$ cat src/rtl/sram_arbiter_pkg.sv
// Shared types and constants for the SRAM arbiter.
// Optional build macro used by the arbiter: SRAM_ARB_RR_EN (round-robin grant).
package sram_arb_pkg;

    typedef enum logic [2:0] {
        IDLE,
        W_SETUP,
        W_STROBE,
        W_HOLD,
        R_STROBE,
        R_DONE
    } state_t;

    typedef enum logic {
        REQ_WR = 1'b0,
        REQ_RD = 1'b1
    } req_id_t;

    typedef struct packed {
        logic we_n;
        logic oe_n;
        logic ce_n;
        logic lb_n;
        logic ub_n;
        logic dq_oe;
    } ctrl_t;

    localparam ctrl_t IDLE_CTRL = '{we_n: 1'b1, oe_n: 1'b1, ce_n: 1'b1,
                                    lb_n: 1'b1, ub_n: 1'b1, dq_oe: 1'b0};

    // Pin levels the SRAM should see while the FSM sits in state s.
    function automatic ctrl_t state_ctrl(input state_t s);
        ctrl_t c;
        c = IDLE_CTRL;
        case (s)
            W_SETUP, W_HOLD: begin
                c.ce_n  = 1'b0;
                c.lb_n  = 1'b0;
                c.ub_n  = 1'b0;
                c.dq_oe = 1'b1;
            end
            W_STROBE: begin
                c.ce_n  = 1'b0;
                c.lb_n  = 1'b0;
                c.ub_n  = 1'b0;
                c.dq_oe = 1'b1;
                c.we_n  = 1'b0;
            end
            R_STROBE: begin
                c.ce_n = 1'b0;
                c.lb_n = 1'b0;
                c.ub_n = 1'b0;
                c.oe_n = 1'b0;
            end
            R_DONE: begin
                c.ce_n = 1'b0;
                c.lb_n = 1'b0;
                c.ub_n = 1'b0;
            end
            default: c = IDLE_CTRL;
        endcase
        return c;
    endfunction

endpackage

$ cat src/rtl/sram_arbiter_if.sv
// Requester handshakes and SRAM pad signals of the arbiter.
// slave: the arbiter; master: requesters plus pad side.
interface sram_arbiter_if #(
    parameter int ADDR_W = 20,
    parameter int DATA_W = 16
);
    logic              i_wr_req;
    logic [ADDR_W-1:0] i_wr_addr;
    logic [DATA_W-1:0] i_wr_data;
    logic              o_wr_ack;
    logic              i_rd_req;
    logic [ADDR_W-1:0] i_rd_addr;
    logic              o_rd_ack;
    logic [DATA_W-1:0] o_rd_data;
    logic              o_busy;
    logic [ADDR_W-1:0] o_sram_addr;
    logic [DATA_W-1:0] o_sram_dq_out;
    logic              o_sram_dq_oe;
    logic [DATA_W-1:0] i_sram_dq_in;
    logic              o_sram_we_n;
    logic              o_sram_oe_n;
    logic              o_sram_ce_n;
    logic              o_sram_lb_n;
    logic              o_sram_ub_n;

    modport slave (
        input  i_wr_req, i_wr_addr, i_wr_data, i_rd_req, i_rd_addr, i_sram_dq_in,
        output o_wr_ack, o_rd_ack, o_rd_data, o_busy, o_sram_addr, o_sram_dq_out,
               o_sram_dq_oe, o_sram_we_n, o_sram_oe_n, o_sram_ce_n, o_sram_lb_n,
               o_sram_ub_n
    );

    modport master (
        output i_wr_req, i_wr_addr, i_wr_data, i_rd_req, i_rd_addr, i_sram_dq_in,
        input  o_wr_ack, o_rd_ack, o_rd_data, o_busy, o_sram_addr, o_sram_dq_out,
               o_sram_dq_oe, o_sram_we_n, o_sram_oe_n, o_sram_ce_n, o_sram_lb_n,
               o_sram_ub_n
    );
endinterface

$ cat src/rtl/sram_arbiter_timer.sv
// Strobe-width down-counter: load arms it with WAIT_CYC-1, done flags terminal count.
module sram_arb_timer #(
    parameter int WAIT_CYC = 2
) (
    input  logic i_clk,
    input  logic i_rst_n,
    input  logic load,
    output logic done
);
    localparam int CNT_W = $clog2(WAIT_CYC + 1);
    localparam logic [CNT_W-1:0] LOAD_VAL = CNT_W'(WAIT_CYC - 1);

    logic [CNT_W-1:0] cnt;

    // Count down to zero and park there until the next load.
    always_ff @(posedge i_clk) begin
        if (!i_rst_n)
            cnt <= '0;
        else if (load)
            cnt <= LOAD_VAL;
        else if (cnt != '0)
            cnt <= cnt - CNT_W'(1);
    end

    assign done = (cnt == '0);
endmodule

$ cat src/rtl/sram_arbiter.sv
// Arbiter owning the async SRAM pins for the recorder (write) and DSP (read) paths.
// Build macro SRAM_ARB_RR_EN: round-robin on ties; otherwise reads always win.
//
// state    | meaning
// IDLE     | pins inactive, bus turnaround, arbitration happens here only
// W_SETUP  | chip selected, data driven, address settling before WE_N
// W_STROBE | WE_N low for WAIT_CYC cycles
// W_HOLD   | WE_N released, data still driven, write ack
// R_STROBE | OE_N low for WAIT_CYC cycles, data captured on the last edge
// R_DONE   | OE_N released, read ack with registered data
module sram_arbiter
    import sram_arb_pkg::*;
#(
    parameter int ADDR_W   = 20,
    parameter int DATA_W   = 16,
    parameter int WAIT_CYC = 2
) (
    input logic          i_clk,
    input logic          i_rst_n,
    sram_arbiter_if.slave bus
);
    state_t            state, state_nxt;
    req_id_t           gnt;
    logic              any_req;
    logic              tmr_load, tmr_done;
    ctrl_t             ctrl_q;
    logic [ADDR_W-1:0] addr_q;
    logic [DATA_W-1:0] dq_out_q;
    logic [DATA_W-1:0] rd_data_q;
    logic              wr_ack_q, rd_ack_q;

    assign any_req = bus.i_rd_req | bus.i_wr_req;

`ifdef SRAM_ARB_RR_EN
    req_id_t last_gnt;

    // On a tie, grant whoever did not win last time.
    always_comb begin
        gnt = REQ_RD;
        if (bus.i_rd_req && bus.i_wr_req)
            gnt = (last_gnt == REQ_RD) ? REQ_WR : REQ_RD;
        else if (bus.i_wr_req)
            gnt = REQ_WR;
    end

    // Remember the last winner; starts at "write" so the first tie goes to reads.
    always_ff @(posedge i_clk) begin
        if (!i_rst_n)
            last_gnt <= REQ_WR;
        else if (state == IDLE && any_req)
            last_gnt <= gnt;
    end
`else
    // Playback is real-time, so reads always win.
    assign gnt = bus.i_rd_req ? REQ_RD : REQ_WR;
`endif

    sram_arb_timer #(.WAIT_CYC(WAIT_CYC)) u_timer (
        .i_clk   (i_clk),
        .i_rst_n (i_rst_n),
        .load    (tmr_load),
        .done    (tmr_done)
    );

    // State register.
    always_ff @(posedge i_clk) begin
        if (!i_rst_n)
            state <= IDLE;
        else
            state <= state_nxt;
    end

    // Next-state logic; the timer is loaded on every entry into a strobe state.
    always_comb begin
        state_nxt = state;
        tmr_load  = 1'b0;
        case (state)
            IDLE: begin
                if (any_req) begin
                    if (gnt == REQ_RD) begin
                        state_nxt = R_STROBE;
                        tmr_load  = 1'b1;
                    end else begin
                        state_nxt = W_SETUP;
                    end
                end
            end
            W_SETUP: begin
                state_nxt = W_STROBE;
                tmr_load  = 1'b1;
            end
            W_STROBE: if (tmr_done) state_nxt = W_HOLD;
            W_HOLD:   state_nxt = IDLE;
            R_STROBE: if (tmr_done) state_nxt = R_DONE;
            R_DONE:   state_nxt = IDLE;
            default:  state_nxt = IDLE;
        endcase
    end

    // Pin and handshake registers follow the state being entered, so every pad output is a flop.
    always_ff @(posedge i_clk) begin
        if (!i_rst_n) begin
            ctrl_q    <= IDLE_CTRL;
            addr_q    <= '0;
            dq_out_q  <= '0;
            rd_data_q <= '0;
            wr_ack_q  <= 1'b0;
            rd_ack_q  <= 1'b0;
        end else begin
            ctrl_q   <= state_ctrl(state_nxt);
            wr_ack_q <= (state_nxt == W_HOLD);
            rd_ack_q <= (state_nxt == R_DONE);
            if (state == IDLE && state_nxt == R_STROBE)
                addr_q <= bus.i_rd_addr;
            if (state == IDLE && state_nxt == W_SETUP) begin
                addr_q   <= bus.i_wr_addr;
                dq_out_q <= bus.i_wr_data;
            end
            if (state == R_STROBE && tmr_done)
                rd_data_q <= bus.i_sram_dq_in;
        end
    end

    assign bus.o_busy        = (state != IDLE);
    assign bus.o_wr_ack      = wr_ack_q;
    assign bus.o_rd_ack      = rd_ack_q;
    assign bus.o_rd_data     = rd_data_q;
    assign bus.o_sram_addr   = addr_q;
    assign bus.o_sram_dq_out = dq_out_q;
    assign bus.o_sram_dq_oe  = ctrl_q.dq_oe;
    assign bus.o_sram_we_n   = ctrl_q.we_n;
    assign bus.o_sram_oe_n   = ctrl_q.oe_n;
    assign bus.o_sram_ce_n   = ctrl_q.ce_n;
    assign bus.o_sram_lb_n   = ctrl_q.lb_n;
    assign bus.o_sram_ub_n   = ctrl_q.ub_n;
endmodule
$ cat src/flat_wrapper.sv
// flat-port wrapper written by rule: the top's interface ports become plain ports
module sram_arbiter_flat import sram_arb_pkg::*;
#(
    parameter int ADDR_W   = 20,
    parameter int DATA_W   = 16,
    parameter int WAIT_CYC = 2
)
  (i_clk, i_rst_n, bus_i_wr_req, bus_i_wr_addr, bus_i_wr_data, bus_i_rd_req, bus_i_rd_addr, bus_i_sram_dq_in, bus_o_wr_ack, bus_o_rd_ack, bus_o_rd_data, bus_o_busy, bus_o_sram_addr, bus_o_sram_dq_out, bus_o_sram_dq_oe, bus_o_sram_we_n, bus_o_sram_oe_n, bus_o_sram_ce_n, bus_o_sram_lb_n, bus_o_sram_ub_n);
  sram_arbiter_if #(.ADDR_W(ADDR_W), .DATA_W(DATA_W)) bus_i ();
  input logic i_clk;
  input logic i_rst_n;
  input wire logic [$bits(bus_i.i_wr_req)-1:0] bus_i_wr_req;
  input wire logic [$bits(bus_i.i_wr_addr)-1:0] bus_i_wr_addr;
  input wire logic [$bits(bus_i.i_wr_data)-1:0] bus_i_wr_data;
  input wire logic [$bits(bus_i.i_rd_req)-1:0] bus_i_rd_req;
  input wire logic [$bits(bus_i.i_rd_addr)-1:0] bus_i_rd_addr;
  input wire logic [$bits(bus_i.i_sram_dq_in)-1:0] bus_i_sram_dq_in;
  output wire logic [$bits(bus_i.o_wr_ack)-1:0] bus_o_wr_ack;
  output wire logic [$bits(bus_i.o_rd_ack)-1:0] bus_o_rd_ack;
  output wire logic [$bits(bus_i.o_rd_data)-1:0] bus_o_rd_data;
  output wire logic [$bits(bus_i.o_busy)-1:0] bus_o_busy;
  output wire logic [$bits(bus_i.o_sram_addr)-1:0] bus_o_sram_addr;
  output wire logic [$bits(bus_i.o_sram_dq_out)-1:0] bus_o_sram_dq_out;
  output wire logic [$bits(bus_i.o_sram_dq_oe)-1:0] bus_o_sram_dq_oe;
  output wire logic [$bits(bus_i.o_sram_we_n)-1:0] bus_o_sram_we_n;
  output wire logic [$bits(bus_i.o_sram_oe_n)-1:0] bus_o_sram_oe_n;
  output wire logic [$bits(bus_i.o_sram_ce_n)-1:0] bus_o_sram_ce_n;
  output wire logic [$bits(bus_i.o_sram_lb_n)-1:0] bus_o_sram_lb_n;
  output wire logic [$bits(bus_i.o_sram_ub_n)-1:0] bus_o_sram_ub_n;
  assign bus_i.i_wr_req = bus_i_wr_req;
  assign bus_i.i_wr_addr = bus_i_wr_addr;
  assign bus_i.i_wr_data = bus_i_wr_data;
  assign bus_i.i_rd_req = bus_i_rd_req;
  assign bus_i.i_rd_addr = bus_i_rd_addr;
  assign bus_i.i_sram_dq_in = bus_i_sram_dq_in;
  assign bus_o_wr_ack = bus_i.o_wr_ack;
  assign bus_o_rd_ack = bus_i.o_rd_ack;
  assign bus_o_rd_data = bus_i.o_rd_data;
  assign bus_o_busy = bus_i.o_busy;
  assign bus_o_sram_addr = bus_i.o_sram_addr;
  assign bus_o_sram_dq_out = bus_i.o_sram_dq_out;
  assign bus_o_sram_dq_oe = bus_i.o_sram_dq_oe;
  assign bus_o_sram_we_n = bus_i.o_sram_we_n;
  assign bus_o_sram_oe_n = bus_i.o_sram_oe_n;
  assign bus_o_sram_ce_n = bus_i.o_sram_ce_n;
  assign bus_o_sram_lb_n = bus_i.o_sram_lb_n;
  assign bus_o_sram_ub_n = bus_i.o_sram_ub_n;
  sram_arbiter #(.ADDR_W(ADDR_W), .DATA_W(DATA_W), .WAIT_CYC(WAIT_CYC)) u_core (.i_clk(i_clk), .i_rst_n(i_rst_n), .bus(bus_i));
endmodule
$ cat config.mk
export PLATFORM = sky130hd
export DESIGN_NAME = sram_arbiter_flat
export DESIGN_NICKNAME = d
export VERILOG_FILES = /design/src/rtl/sram_arbiter_pkg.sv /design/src/rtl/sram_arbiter_if.sv /design/src/rtl/sram_arbiter_timer.sv /design/src/rtl/sram_arbiter.sv /design/src/flat_wrapper.sv
export SDC_FILE = /design/constraint.sdc
export NUM_CORES = 1
export LEC_CHECK = 0
export ABC_AREA = 0
export ABC_CLOCK_PERIOD_IN_PS = 1900
export BUFFER_PORTS_ARGS = -buffer_cell sky130_fd_sc_hd__buf_2
export CAP_MARGIN = 5
export CORE_ASPECT_RATIO = 1.5
export CORE_MARGIN = 4
export CORE_UTILIZATION = 46
export CTS_BUF_LIST = sky130_fd_sc_hd__clkbuf_8
export DETAILED_ROUTE_END_ITERATION = 10
export PLACE_DENSITY = 0.85
export SLEW_MARGIN = 20
export SYNTH_ARGS = -nofsm -noshare
export SYNTH_HDL_FRONTEND = slang
export SYNTH_SLANG_ARGS = --single-unit
$ cat constraint.sdc
create_clock -name i_clk -period 1.9 [get_ports i_clk]
set_clock_uncertainty 0.05 [all_clocks]
set_input_delay 0.285 -clock i_clk [delete_from_list [all_inputs] [get_ports i_clk]]
set_output_delay 0.285 -clock i_clk [all_outputs]
set_load 0.005 [all_outputs]
==> impl_metrics.ini <==
[synthesis]
netlist_instances = 312
synth_nets = 389
netlist_area_um2 = 2610
syn_area_per_cell_um2 = 8.365
synth_flop_cell = dfxtp_1
yosysSeqAreaShare_pct = 48.32
synth_edf_count = 0
synth_top_area_cell = dfxtp_1
ys_ff_latch = 63
yosys-top-cells-area = dfxtp_1 48%, a21oi_1 10%, o21ai_0 7.5%, nand3_1 6.9%, a311oi_1 6.7%
yosysWarningCount = 0
ys_types = 33
ys_async_sr_fraction_pct = 0
synth_top_cell_area_share_pct = 48.32

[timing]
grt_setup_unrepaired = false
fmax_mhz = 579.4
layout_min_cycle_time_ps = 1726
worstMarginPinSlew_ps = 727.6
setup_tns_ps = 0
finalCritPeriodShare_pct = 90.84
slew_headroom_pct = 51.49
setup_viol = 0
hold_viol = 0
final-max-slew-violation-count = 0

[drt]
wl_um = 7667
ant_nets = 0
vias = 2850
routedWlPerCell_um = 14.95
drtIter0Drc = 258
drcViolationCount = 0
drt-pass1-iter-count = 5
viasPerCell = 5.556

[clocking]
cts_made_buffers = 9
clock_latency_ps = 340
clk_path_buf_depth = 2
cts_resized = 0
h-tree-depth = 3
ctsRootBufferMaster = clkbuf_8
hold_buffers = 0
path_clk_slew_ps = 70
cts_tree = done
cts.sinks = 63
postCtsSetupBuffers = 0

[finish]
drive_above_1_share_pct = 38.83
regArea_um2 = 1261
area.growth.synth_to_final_pct = 34.47
num_antenna_cells = 0
multi_input_area_um2 = 1160
final_util_pct = 63.91
final.fill_count = 467
nets = 516

[power]
power.density_nw_per_um2 = 1096
power_leakage_nw = 1.579
peakVddDrop_v = 0.0005517
total_power_mw = 3.846

[critical_path]
crit-reg2reg-launch = u_core.state[2]
crit_start = u_core.state[2]
crit_path_max_fanout = 21
cp.required_ps = 1560
critPathArrivalTime_ps = 1390
worstSetupPathType = flop to primary output
crit_path_start_kind = flop
reg2reg_depth = 4
cp-end-kind = primary output

[min_path]
min-delay-start = bus_i_sram_dq_in[1]
min_path_cells = 3
min_path_type = input pin to flop

[floorplanning]
dieHeight_um = 100.3
core_area_um2 = 5492
die_w_um = 69.50
fp.dieArea_um2 = 6968
rows = 33
ios = 137
initial_core_util_pct = 47.53

[place]
gp_congestion = 0.9102
hpwlAfterDp_um = 5493
io_buffers = 136

[grt]
grt_pass1_wl_um = 12450
grt_usage_pct = 21.80
antenna_found_initial = 0
grt_pass1_vias = 2652
overflow = 0
grt_max_degree = 32

[status]
status = completed

[job]
drv_cap = 0
## power by group
part	leakage, nW	internal (mW)	switching (mW)	total [mW]
logic	0.973	0.519	0.690	1.21
clock network	0.0891	0.489	0.500	0.989
registers	0.517	1.53	0.116	1.65
total	1.58	2.54	1.31	3.85
## per-stage QoR
step           setup WS (ps)  hold WS (ps)  cell area, um2  instances
6_report               174.0         128.8            3510        513
5_1_grt                72.66         126.0            3510        513
4_1_cts                180.3         116.8            3510        513
3_5_place_dp           244.5         396.1            3346        498
3_3_place_gp           333.2         389.2            3346        498
2_1_floorplan          399.2         371.0            2610        312
## cell usage in the layout, fill, tap and decap left out, drive strengths merged
master / n
inv: 8
a211oi: 1
o311a: 1
ha: 1
clkbuf: 10
nand2b: 1
a21oi: 54
or2: 4
dfxtp: 63
and3: 1
xor2: 2
nor4bb: 1
o21ai: 41
or3b: 1
nand2: 33
clkinvlp: 1
a311oi: 20
nor3b: 1
nor3: 4
a2bb2oi: 1
nand4bb: 1
clkinv: 3
buf: 150
and2: 1
nand3: 36
xnor2: 1
nor2: 2
## area by class of cell
type / instances / area share (%)
Sequential cell: 63 / 35.94
Tap cell: 70 / 2.496
Multi-Input combinational cell: 208 / 33.05
Inverter: 7 / 0.7487
Timing Repair Buffer: 150 / 23.10
Clock buffer: 10 / 3.922
Clock inverter: 5 / 0.7487
## cell families after synthesis
logic type | share of synthesized area, %
flip-flops | 48.32
AO/OA/AOI/OAI | 26.17
buffers and inverters | 7.478
adder cells (fa/ha/maj) | 0.4793
AND/OR/NAND/NOR | 16.54
XOR/XNOR | 1.007
## cells in the mapped netlist (2+ instances only)
cell and instances:
clkbuf_1 17, nand3_1 36, nor3_1 3, buf_2 10
a21oi_1 54, buf_6 2, dfxtp_1 63, or2_2 2
xor2_1 2, nand2_1 33, a311oi_1 20, o21ai_0 39
or2_1 2, inv_1 6, clkbuf_2 2, buf_4 3
o21ai_1 2
## worst max-delay path, cell delays in order, from the launching register on
cell and delay, ps:
dfxtp_1 430, nor3_2 170, buf_4 280, inv_1 50
buf_2 120
## registers in the layout (all words and copies together) (netlist names)
name,count
u_core.bus.o_rd_ack,1
u_core.bus.o_sram_addr,20
u_core.bus.o_rd_data,16
u_core.bus.o_wr_ack,1
u_core.state,3
u_core.bus.o_sram_dq_out,16
u_core.u_timer.cnt,2
u_core.bus.o_sram_ub_n,1
u_core.bus.o_sram_we_n,1
u_core.bus.o_sram_oe_n,1
u_core.bus.o_sram_dq_oe,1
## per-layer routing
metal / GRT usage [%] / vias up / part of all wire, %
li1: - / 1368 / -
met1: 25.39 / 1297 / 40
met2: 35.66 / 171 / 46
met3: 9.118 / 14 / 12
met4: 8.271 / 0 / 1.9
met5: 0 / - / 0
## final timing paths
path                          endpoint  slack, ps
max reg2reg  u_core.bus.o_sram_addr[4]        230
min reg2reg    u_core.bus.o_rd_data[4]        400
min            u_core.bus.o_rd_data[1]        130
max                         bus_o_busy        170
Note: power is estimated with default switching activity, not from simulation.
